File: src/rtl/ifu_fetch_if.sv
// Instruction-memory fetch bus between the fetch unit and instruction memory.
//   imem_req    : fetch request strobe, one cycle per fetch (fetch -> mem)
//   imem_addr   : word address, valid while imem_req=1      (fetch -> mem)
//   imem_rvalid : response valid                            (mem -> fetch)
//   imem_rdata  : instruction word, valid with imem_rvalid  (mem -> fetch)
interface ifu_fetch_if;
  logic        imem_req;
  logic [31:0] imem_addr;
  logic        imem_rvalid;
  logic [31:0] imem_rdata;

  modport master (
    output imem_req,
    output imem_addr,
    input  imem_rvalid,
    input  imem_rdata
  );

  modport slave (
    input  imem_req,
    input  imem_addr,
    output imem_rvalid,
    output imem_rdata
  );
endinterface

File: src/rtl/ifu_fetch.sv
// Instruction fetch unit for the MIPS core. Holds the PC, fetches one word per
// instruction over a request/response handshake, presents it to decode and
// computes the next PC from the control decoder's PC_sel once it retires.
// Ports:
//   clk, rst       : clock, synchronous active-high reset
//   imem           : fetch bus (master side)
//   instr          : registered instruction presented to decode
//   instr_valid    : instr holds a fetched, not-yet-retired instruction
//   instr_ready    : execute retires the instruction this cycle
//   PC_sel         : 00 pc+4, 01 branch, 10 j/jal, 11 jr
//   branch_taken   : qualifies PC_sel=01
//   rs_data        : jr target
//   pc, pc_plus4   : current instruction address and its link value
//   retire_cnt     : retired instruction count (wraps)
//   addr_err       : sticky, set when a jr target is not word aligned
module ifu_fetch #(
  parameter logic [31:0] RESET_PC = 32'h0000_3000
) (
  input  logic              clk,
  input  logic              rst,
  ifu_fetch_if.master       imem,
  output logic [31:0]       instr,
  output logic              instr_valid,
  input  logic              instr_ready,
  input  logic [1:0]        PC_sel,
  input  logic              branch_taken,
  input  logic [31:0]       rs_data,
  output logic [31:0]       pc,
  output logic [31:0]       pc_plus4,
  output logic [31:0]       retire_cnt,
  output logic              addr_err
);

  localparam logic [1:0] ST_REQ  = 2'd0;
  localparam logic [1:0] ST_WAIT = 2'd1;
  localparam logic [1:0] ST_HOLD = 2'd2;

  logic [1:0]  state_q, state_d;
  logic [31:0] pc_q, pc_d;
  logic [31:0] instr_q, instr_d;
  logic [31:0] retire_cnt_q, retire_cnt_d;
  logic        addr_err_q, addr_err_d;
  logic [31:0] npc;
  logic [31:0] br_offset;
  logic        retire;

  assign pc_plus4  = pc_q + 32'd4;
  assign br_offset = {{14{instr_q[15]}}, instr_q[15:0], 2'b00};
  assign retire    = (state_q == ST_HOLD) && instr_ready;

  always_comb begin
    // NOTE: every output of a combinational block gets a default first so no
    // path leaves it unassigned; otherwise synthesis infers a latch.
    npc = pc_plus4;
    unique case (PC_sel)
      2'b00: npc = pc_plus4;
      2'b01: npc = branch_taken ? (pc_plus4 + br_offset) : pc_plus4;
      2'b10: npc = {pc_plus4[31:28], instr_q[25:0], 2'b00};
      2'b11: npc = {rs_data[31:2], 2'b00};
      default: npc = pc_plus4;
    endcase
  end

  always_comb begin
    state_d      = state_q;
    pc_d         = pc_q;
    instr_d      = instr_q;
    retire_cnt_d = retire_cnt_q;
    addr_err_d   = addr_err_q;
    unique case (state_q)
      ST_REQ:  state_d = ST_WAIT;
      ST_WAIT: begin
        if (imem.imem_rvalid) begin
          instr_d = imem.imem_rdata;
          state_d = ST_HOLD;
        end
      end
      ST_HOLD: begin
        if (retire) begin
          pc_d         = npc;
          retire_cnt_d = retire_cnt_q + 32'd1;
          state_d      = ST_REQ;
          if (PC_sel == 2'b11 && rs_data[1:0] != 2'b00) addr_err_d = 1'b1;
        end
      end
      default: state_d = ST_REQ;
    endcase
  end

  // NOTE: sequential state uses non-blocking assignments so every register
  // samples its _d value from before the edge, independent of statement order.
  always_ff @(posedge clk) begin
    if (rst) begin
      state_q      <= ST_REQ;
      pc_q         <= RESET_PC;
      instr_q      <= '0;
      retire_cnt_q <= '0;
      addr_err_q   <= 1'b0;
    end else begin
      state_q      <= state_d;
      pc_q         <= pc_d;
      instr_q      <= instr_d;
      retire_cnt_q <= retire_cnt_d;
      addr_err_q   <= addr_err_d;
    end
  end

  // The request is masked while rst is high so no fetch leaves in the reset cycle.
  assign imem.imem_req  = (state_q == ST_REQ) && !rst;
  assign imem.imem_addr = pc_q;
  assign instr          = instr_q;
  assign instr_valid    = (state_q == ST_HOLD);
  assign pc             = pc_q;
  assign retire_cnt     = retire_cnt_q;
  assign addr_err       = addr_err_q;

endmodule

File: src/flat_wrapper.sv
// flat-port wrapper written by rule: the top's interface ports become plain ports
module ifu_fetch_flat 
#(
  parameter logic [31:0] RESET_PC = 32'h0000_3000
)
  (clk, rst, instr, instr_valid, instr_ready, PC_sel, branch_taken, rs_data, pc, pc_plus4, retire_cnt, addr_err, imem_imem_req, imem_imem_addr, imem_imem_rvalid, imem_imem_rdata);
  ifu_fetch_if imem_i ();
  input  logic clk;
  input  logic rst;
  output logic [31:0] instr;
  output logic instr_valid;
  input  logic instr_ready;
  input  logic [1:0] PC_sel;
  input  logic branch_taken;
  input  logic [31:0] rs_data;
  output logic [31:0] pc;
  output logic [31:0] pc_plus4;
  output logic [31:0] retire_cnt;
  output logic addr_err;
  output wire logic [$bits(imem_i.imem_req)-1:0] imem_imem_req;
  output wire logic [$bits(imem_i.imem_addr)-1:0] imem_imem_addr;
  input wire logic [$bits(imem_i.imem_rvalid)-1:0] imem_imem_rvalid;
  input wire logic [$bits(imem_i.imem_rdata)-1:0] imem_imem_rdata;
  assign imem_imem_req = imem_i.imem_req;
  assign imem_imem_addr = imem_i.imem_addr;
  assign imem_i.imem_rvalid = imem_imem_rvalid;
  assign imem_i.imem_rdata = imem_imem_rdata;
  ifu_fetch #(.RESET_PC(RESET_PC)) u_core (.clk(clk), .rst(rst), .imem(imem_i), .instr(instr), .instr_valid(instr_valid), .instr_ready(instr_ready), .PC_sel(PC_sel), .branch_taken(branch_taken), .rs_data(rs_data), .pc(pc), .pc_plus4(pc_plus4), .retire_cnt(retire_cnt), .addr_err(addr_err));
endmodule
File: config.mk
export PLATFORM = sky130hd
export DESIGN_NAME = ifu_fetch_flat
export DESIGN_NICKNAME = d
export VERILOG_FILES = /design/src/rtl/ifu_fetch_if.sv /design/src/rtl/ifu_fetch.sv /design/src/flat_wrapper.sv
export SDC_FILE = /design/constraint.sdc
export NUM_CORES = 1
export LEC_CHECK = 0
export ABC_AREA = 1
export BUFFER_PORTS_ARGS = -buffer_cell sky130_fd_sc_hd__buf_2
export CAP_MARGIN = 20
export CORE_MARGIN = 2
export CORE_UTILIZATION = 45
export CTS_CLUSTER_DIAMETER = 120
export DETAILED_ROUTE_END_ITERATION = 7
export MAX_ROUTING_LAYER = met4
export PLACE_DENSITY = 0.69
export SKIP_LAST_GASP = 1
export SYNTH_ARGS = -nofsm -noshare
export SYNTH_HDL_FRONTEND = slang
export SYNTH_SLANG_ARGS = --single-unit
File: constraint.sdc
create_clock -name clk -period 7.35 [get_ports clk]
set_input_delay 0.735 -clock clk [delete_from_list [all_inputs] [get_ports clk]]
set_output_delay 0.735 -clock clk [all_outputs]
set_load 0.02 [all_outputs]
Word level (Yosys, flattened, before mapping)
Index checks and enable logic that the tools add are counted.
- input bits: 71
- logic and storage cells: 31
- output and inout bits: 163
- register bits: 99
- mux-type cells: 5
- equal/unequal tests: 7
- add/subtract/negate cells: 3
- reduce and logical (&&, ||, !) cells: 11
- operator list (kind ; number):
    $pmux 32 s4 ; 1
    $add 32x1->32 const B ; 1
    $add 32x3->32 const B ; 1
    $add 32x32->32 ; 1
    $mux 32 ; 1
    $eq 2x2->1 const B ; 3
    $pmux 2 s3 ; 1
    $reduce_and 2->1 ; 3
    $eq 2x1->1 const B ; 2
    $logic_not 2->1 ; 2
    $mux 2 ; 2
    $logic_and 1x1->1 ; 3
    $reduce_and 3->1 ; 1
    $ne 2x1->1 const B ; 1
    $ne 2x2->1 const B ; 1
    $reduce_bool 2->1 ; 1
    $logic_not 1->1 ; 1

Logic depth before layout (Yosys ltp)
Gate-level depths: netlist (run 1).
- depth after elaboration: 4
- mapped depth: 26
- gate-level depth less buffers: 26

Least setup slack after synthesis (run 1)
Ideal clock, no wire load.
- kind: flip-flop to flip-flop
- start: reg u_core.pc_q[3], in the netlist u_core.imem.imem_addr[3]
- end: reg u_core.pc_q[25], in the netlist u_core.imem.imem_addr[25]
- path slack: 4055 ps
- buffers on the path: 0
- arrival time: 3186 ps
- library setup time: 109 ps
- period minus slack after synthesis: 3295 ps
- data required time: 7241 ps
- stages on the path, launching flop included: 20
- cell sequence: dfxtp_1 -> ha_1 -> nand2_1 -> nor2_2 -> nand2_1 -> inv_1 -> nand3_1 -> xnor2_1 -> ha_1 -> nand2_1 -> inv_1 -> a21oi_1 -> o21ai_0 -> nand2_1 -> nand3_1 -> or2_2 -> nand3_1 -> nand3b_1 -> nand2_1 -> inv_1
- word-level cells in the longest chain between the ends: 4
- RTL lines (item ; RTL line ; RTL):
    start: declaration ; ifu_fetch.sv:39 ; logic [31:0] pc_q, pc_d;
    start signal: assignment ; ifu_fetch.sv:101 ; pc_q <= pc_d;
    $add 32x3->32 ; ifu_fetch.sv:47 ; assign pc_plus4 = pc_q + 32'd4;
    named net pc_plus4[12] ; flat_wrapper.sv:17 ; output logic [31:0] pc_plus4;
    $add 32x32->32 ; ifu_fetch.sv:57 ; 2'b01: npc = branch_taken ? (pc_plus4 + br_offset) : pc_plus4;
    $mux 32 ; ifu_fetch.sv:57 ;
    $pmux 32 s4 ; ifu_fetch.sv:55 ; unique case (PC_sel)
The timed path passes the listed nets, and every way through them passes these cells.
A chain may end at the register's enable or synchronous reset.

Final worst setup path (run 1)
- start: reg u_core.pc_q[3], in the netlist u_core.imem.imem_addr[3]
- end: reg u_core.pc_q[17], in the netlist u_core.imem.imem_addr[17]
- word-level cells in the longest chain between the ends: 4
- RTL lines (item ; RTL line):
    $add 32x3->32 (*) ; ifu_fetch.sv:47
    $add 32x32->32 ; ifu_fetch.sv:57
    $mux 32 ; ifu_fetch.sv:57
    $pmux 32 s4 (*) ; ifu_fetch.sv:55
Every way passes the cells marked *; elsewhere a longest branch is shown, timed or not.

==> results of run 1 <==
## flip-flops by register name, summed over array words and instances, names as in the netlist
name,cells
u_core.imem.imem_addr,30
u_core.addr_err,1
u_core.state_q,2
u_core.retire_cnt,32
u_core.instr,32
## worst min-delay path, cell delays in order (launching register included)
cell and delay, ns:
dfxtp_1 0.33, nor2_1 0.05, nor2_1 0.07
## power groups by stage
stage	registers, W	logic (W)	clock network [W]
floorplan	0.000593	0.000142	0
global placement	0.000577	0.000250	0
detailed placement	0.000577	0.000251	0
CTS	0.000565	0.000252	0.000554
global route	0.000567	0.000278	0.000577
finish	0.000566	0.000255	0.000551
## through the flow
| step | cells | hold slack, ns | util (%) | power, W |
|---|---|---|---|---|
| after global placement | 1665 | 0.454 | 52.9 | 0.000826 |
| final | 1683 | 0.483 | 55.0 | 0.00137 |
| after floorplan | 1279 | 0.473 | - | 0.000734 |
| after CTS | 1682 | 0.479 | 55.0 | 0.00137 |
| after global routing | 1683 | 0.516 | 55.0 | 0.00142 |
| after detailed placement | 1666 | 0.463 | 52.9 | 0.000828 |
## layer usage
layer	share of wire, %	vias to the layer above	global-route usage (%)
met4	1.9	0	8.16
li1	-	4426	-
met2	44	429	50.6
met1	45	4054	46.6
met5	0	-	-
met3	9.1	42	4.75
## final cells by class
class / instances / area (µm²)
fill: 1800 / 7520
multi-input combinational: 935 / 4760
sequential: 97 / 1940
timing repair buffer: 234 / 1190
inverter: 180 / 677
tap: 220 / 275
clock buffer: 10 / 239
clock inverter: 6 / 96.3
antenna: 1 / 2.50
## worst min-delay path by stage
stage | depth (start not counted) | slack (ns) | endpoint | from
after floorplan | 3 | 0.47 | u_core.state_q[0] | u_core.state_q[0]
after global placement | 2 | 0.45 | u_core.addr_err | u_core.addr_err
after detailed placement | 2 | 0.46 | u_core.addr_err | u_core.addr_err
after CTS | 2 | 0.48 | u_core.addr_err | u_core.addr_err
after global routing | 2 | 0.52 | u_core.addr_err | u_core.addr_err
final | 2 | 0.48 | u_core.addr_err | u_core.addr_err
## cell families after synthesis
group / after synthesis / synth area share (%)
compound gates: 226 / 16.2
buf+inv: 247 / 13.8
other cells: 1 / 0.0484
fa+ha+maj: 37 / 6.07
xor+xnor: 36 / 4.07
simple gates: 630 / 34.7
flops: 97 / 25.1
## synthesized netlist by cell type, types with 7 or more instances
cell type	count	area share, %
nand2_1	318	15
inv_1	176	8.5
nor2_1	171	8.3
dfxtp_1	97	25
o21ai_0	93	6.0
a21oi_1	86	5.6
nand3_1	67	4.3
buf_4	36	3.5
ha_1	36	5.8
clkbuf_1	23	1.1
xor2_1	23	2.6
nor3_1	17	1.1
nand4_1	16	1.3
xnor2_1	13	1.5
a22o_1	7	0.79
==> metrics.txt, run 1 <==
crit-path most repeated cell nand2_1; initial core utilization a little under half; clock net sink count 97; P_leak 4.79 nW; crit path launch u_core.imem.imem_addr[3]; internal power 0.000940 W; CTS root buffer clkbuf_16; fin worst setup slack 3.57 ns; Mapped Area 7750 µm²; initial antenna violation count 1; Psw 0.000432 W; GRT Total Usage 33.2%; hold buffer count at cts 0; Worst setup EP type register; H-tree Lvls 3; reg2reg start u_core.imem.imem_addr[3]; setup slack, reg-to-reg 3.57 ns; vias per cell 5.32; combinational share of power a little under a fifth; drt drc 0; drt first pass iters 5; delay-heaviest family, CP simple AND/OR/NAND/NOR gates; Fin. Hold Viols 0; Max FO, Critical Path 6; Worst Max-Slew Pin Slew just over 0.9 ns; Slew Limit Fails 0; largest net degree at the start of global routing 59; Die X 135 µm; clock transition at the registers of the reported paths 0.07 ns; WP data arrival 4.03 ns; worst hold path type register to register; # rows 47; Synth Instances 1274; Total Wirelength 29600 µm; Sequential Power Share 41.3%; Yosys warning count 0; Max-cap violations 0; worst path cell trace ha_1 > nand2_1 > nor2_2 > nand2_1 > inv_1 > nand3_1 > xnor2_1 > ha_1 > nand2_1 > inv_1 > a21oi_1 > nand2_1 > nand2_1 > nand2_1 > o21ai_0 > nand3b_1 > nand2_1 > inv_1; worst skew pair latency approximately 0.36 ns; die area 18300 µm²; post-layout minimum cycle time between 3 and 4 ns; Tcrit/Tclk final 51.4%; most common cell after layout, fill and taps aside nand2_1; most frequent cells in the layout nand2_1, buf_2, inv_1, nor2_1, dfxtp_1; Worst setup SP type register; number of global-route vias before repair between 8000 and 9000; CP max stage delay about 0.43 ns; Post-CTS Setup Bufs 0; GRT overflow 0; Synth cell types 46; DR iter-0 viols 706; worst slack at placement 3.67 ns; switching portion of total power 31.5%; IO Pins about 230; DR vias 8951; final setup violation count 0; antenna-violating nets left 0; Most used DFF post-synth dfxtp_1; clk_skew 0.0107 ns; crit path to u_core.imem.imem_addr[17]; Max Freq 265 MHz; worst ir drop on vdd 107 µV; Buffers & Inverters on Critical Path 3; Post-Route Setup TNS 0 ns; critical path depth 18; Final Cell Area 9180 µm²; cells resized by post-CTS repair 0; Avg Inst Size Synth 6.08 µm²; outcome complete, no violations; hpwl dp 23400 µm; share of layout cells above drive strength 1 19.0%; register area share after synthesis 25.1%; CP required approximately 7.6 ns; crit path kind register to register; Worst path slowest cell dfxtp_1; FF+latch count, synth 97; global-route wire length before repair 45600 µm; CTS Buf Count 9; clk buf depth 2; Placement Cell Area 8840 µm²; Core Region 16700 µm²; PwrDens 149 nW/µm²; port bufs 227; number of synthesized flops with an enable pin 0; Clock power frac 40.2%; final layout net count between 1500 and 2000; Slew HR roughly two fifths; routed len/inst 17.6 µm; area delta synth->final 18.5%; r2r endpoint u_core.imem.imem_addr[17]; Final GP Congestion approximately 1.0; Async SR Flop Fraction 0%; CTS tree yes; RSZ-0062 raised after global routing no; FF-to-FF path depth 18; Die Y roughly 140 µm
Note: power is estimated with default switching activity, not from simulation.
==> inputs of run 2 (changes only) <==
Settings changed: PLACE_DENSITY 0.69 to 0.72.
Clock period 7.35 ns to 3.3 ns, I/O delays scaled along.
==> metrics.txt, run 2 (same netlist as run 1, synthesis figures left out) <==
Hold Path Depth 3; global-route wire length before repair approximately 46000 µm; worst skew pair latency 0.37 ns; Fin. Hold Viols 0; DR iter-0 viols approximately 720; final layout net count 1644; placed cell count between 1500 and 2000; number of global-route vias before repair around 8400; Max Freq 319 MHz; largest net degree at the start of global routing 37; delay-heaviest family, CP simple AND/OR/NAND/NOR gates; CTS Buf Count 9; Total Wirelength 30400 µm; hold buffer count at cts 0; worst ir drop on vdd 322 µV; most frequent cells in the layout nand2_1, buf_2, inv_1, nor2_1, o21ai_0; worst path cell trace ha_4 > nand2_2 > inv_2 > nand3_4 > or3_4 > or2_2 > and2_4 > ha_4 > buf_4 > nand2_1 > nand2_1 > o21bai_1 > a21oi_1 > o21ai_1 > nor2_1 > nand2_1 > nand2_1 > nand3_1 > a21oi_1 > nor2_1; Max FO, Critical Path 3; setup slack, reg-to-reg 0.17 ns; Die Y 135 µm; H-tree Lvls 3; antenna-violating nets left 0; clock transition at the registers of the reported paths ~0.080 ns; reg2reg start u_core.imem.imem_addr[2]; initial core utilization 46.4%; # rows 47; crit path kind register to register; Worst Max-Slew Pin Slew 0.839 ns; Multi-input gate area about 5000 µm²; port bufs 227; post-route insts no fill 1761; final-layout fill cell count 1681; final setup violation count 0; CTS root buffer clkbuf_16; drt first pass iters 5; Worst setup EP type register; FF-to-FF path depth 20; clock net sink count between 90 and 100; hpwl dp between 20000 and 25000 µm; CTS tree yes; Tcrit/Tclk final around 95%; Final GP Congestion roughly 1.0; outcome complete, no violations; Hold Path Sink u_core.instr[19]; Slew HR 43.7%; Die X 135 µm; Worst path slowest cell or3_4; initial antenna violation count 0; HP Start imem_imem_rdata[19]; r2r endpoint u_core.imem.imem_addr[29]; Buffers & Inverters on Critical Path 2; # diodes 0; PwrDens about 300 nW/µm²; share of layout cells above drive strength 1 between 20% and 30%; Core Region roughly 17000 µm²; clk_skew 0.0159 ns; die area 18300 µm²; clk buf depth 2; crit-path most repeated cell nand2_1; area delta synth->final 28.3%; GRT Total Usage 33.5%; CP max stage delay 0.38 ns; P_leak 5.21 nW; Slew Limit Fails 0; most common cell after layout, fill and taps aside nand2_1; Post-Route Setup TNS 0 ns; drt drc 0; WP data arrival 3.39 ns; Util after Layout 59.5%; post-layout minimum cycle time 3.13 ns; routed len/inst 17.2 µm; DR vias 9220; IO Pins 234; vias per cell 5.24; register area just under 2000 µm²; worst hold path type input pin to register; CP required 3.55 ns; Worst setup SP type register; Max-cap violations 0; RSZ-0062 raised after global routing yes; GRT overflow 0
-- run 2: cell types whose count changed in the layout (fill, tap and decap cells not counted), sizes merged --
cell | before | now
buf | 234 | 313
clkbuf | 10 | 9
inv | 181 | 182
diode | 1 | 0
bufinv | 2 | 1
clkinv | 2 | 4
clkinvlp | 1 | 0
-- run 2: how the worst max path moves through the flow --
stage,from,to,slack [ns],cells past startpoint
3_5_place_dp,u_core.imem.imem_addr[3],u_core.imem.imem_addr[20],0.006,18
5_1_grt,u_core.imem.imem_addr[7],u_core.imem.imem_addr[15],-0.06,19
2_1_floorplan,u_core.imem.imem_addr[3],u_core.imem.imem_addr[25],0.005,19
4_1_cts,u_core.imem.imem_addr[2],u_core.imem.imem_addr[25],0.002,19
6_report,u_core.imem.imem_addr[2],u_core.imem.imem_addr[29],0.17,20
3_3_place_gp,u_core.imem.imem_addr[12],u_core.imem.imem_addr[20],0.03,17
-- run 2: tightest hold or removal path, cell delays in order --
cell    delay (ns)
buf_2         0.08
nor2_1        0.03
nor2_1        0.08
-- run 2: routing by layer --
metal / vias to the layer above / track usage (%) / share of wire [%]
li1: 4573 / - / -
met1: 4216 / 46.4 / 45
met2: 389 / 51.1 / 44
met3: 42 / 4.71 / 8.2
met4: 0 / 9.61 / 2.1
met5: - / - / 0
-- run 2: layout make-up --
type / instances / area share (%)
sequential: 97 / 19.7
clock inverter: 7 / 0.957
tap: 220 / 2.77
multi-input combinational: 935 / 49.5
clock buffer: 9 / 2.27
inverter: 180 / 6.81
timing repair buffer: 313 / 17.9
-- run 2: timing repair --
action,CTS,global route
setup buffers,0,2
pin swaps,0,4
setup endpoints to repair,2,18
gates resized for setup,2,54
-- run 2: metrics by stage --
step                hold WS (ns)  power, W  setup slack [ns]  cell area, µm²
floorplan                  0.465   0.00164           0.00508            7770
global placement           0.454   0.00187            0.0281            9420
detailed placement         0.458   0.00188           0.00612            9420
CTS                        0.184   0.00302           0.00246            9740
global route               0.201   0.00314           -0.0567            9940
finish                     0.183   0.00303             0.166            9940
-- run 2: report_power, final --
group | leakage (nW) | switching, W | internal [W] | total [W]
combinational | 4.26 | 0.000398 | 0.000217 | 0.000616
clock | 0.157 | 0.000548 | 0.000613 | 0.00116
sequential | 0.792 | 0.0000486 | 0.00121 | 0.00126
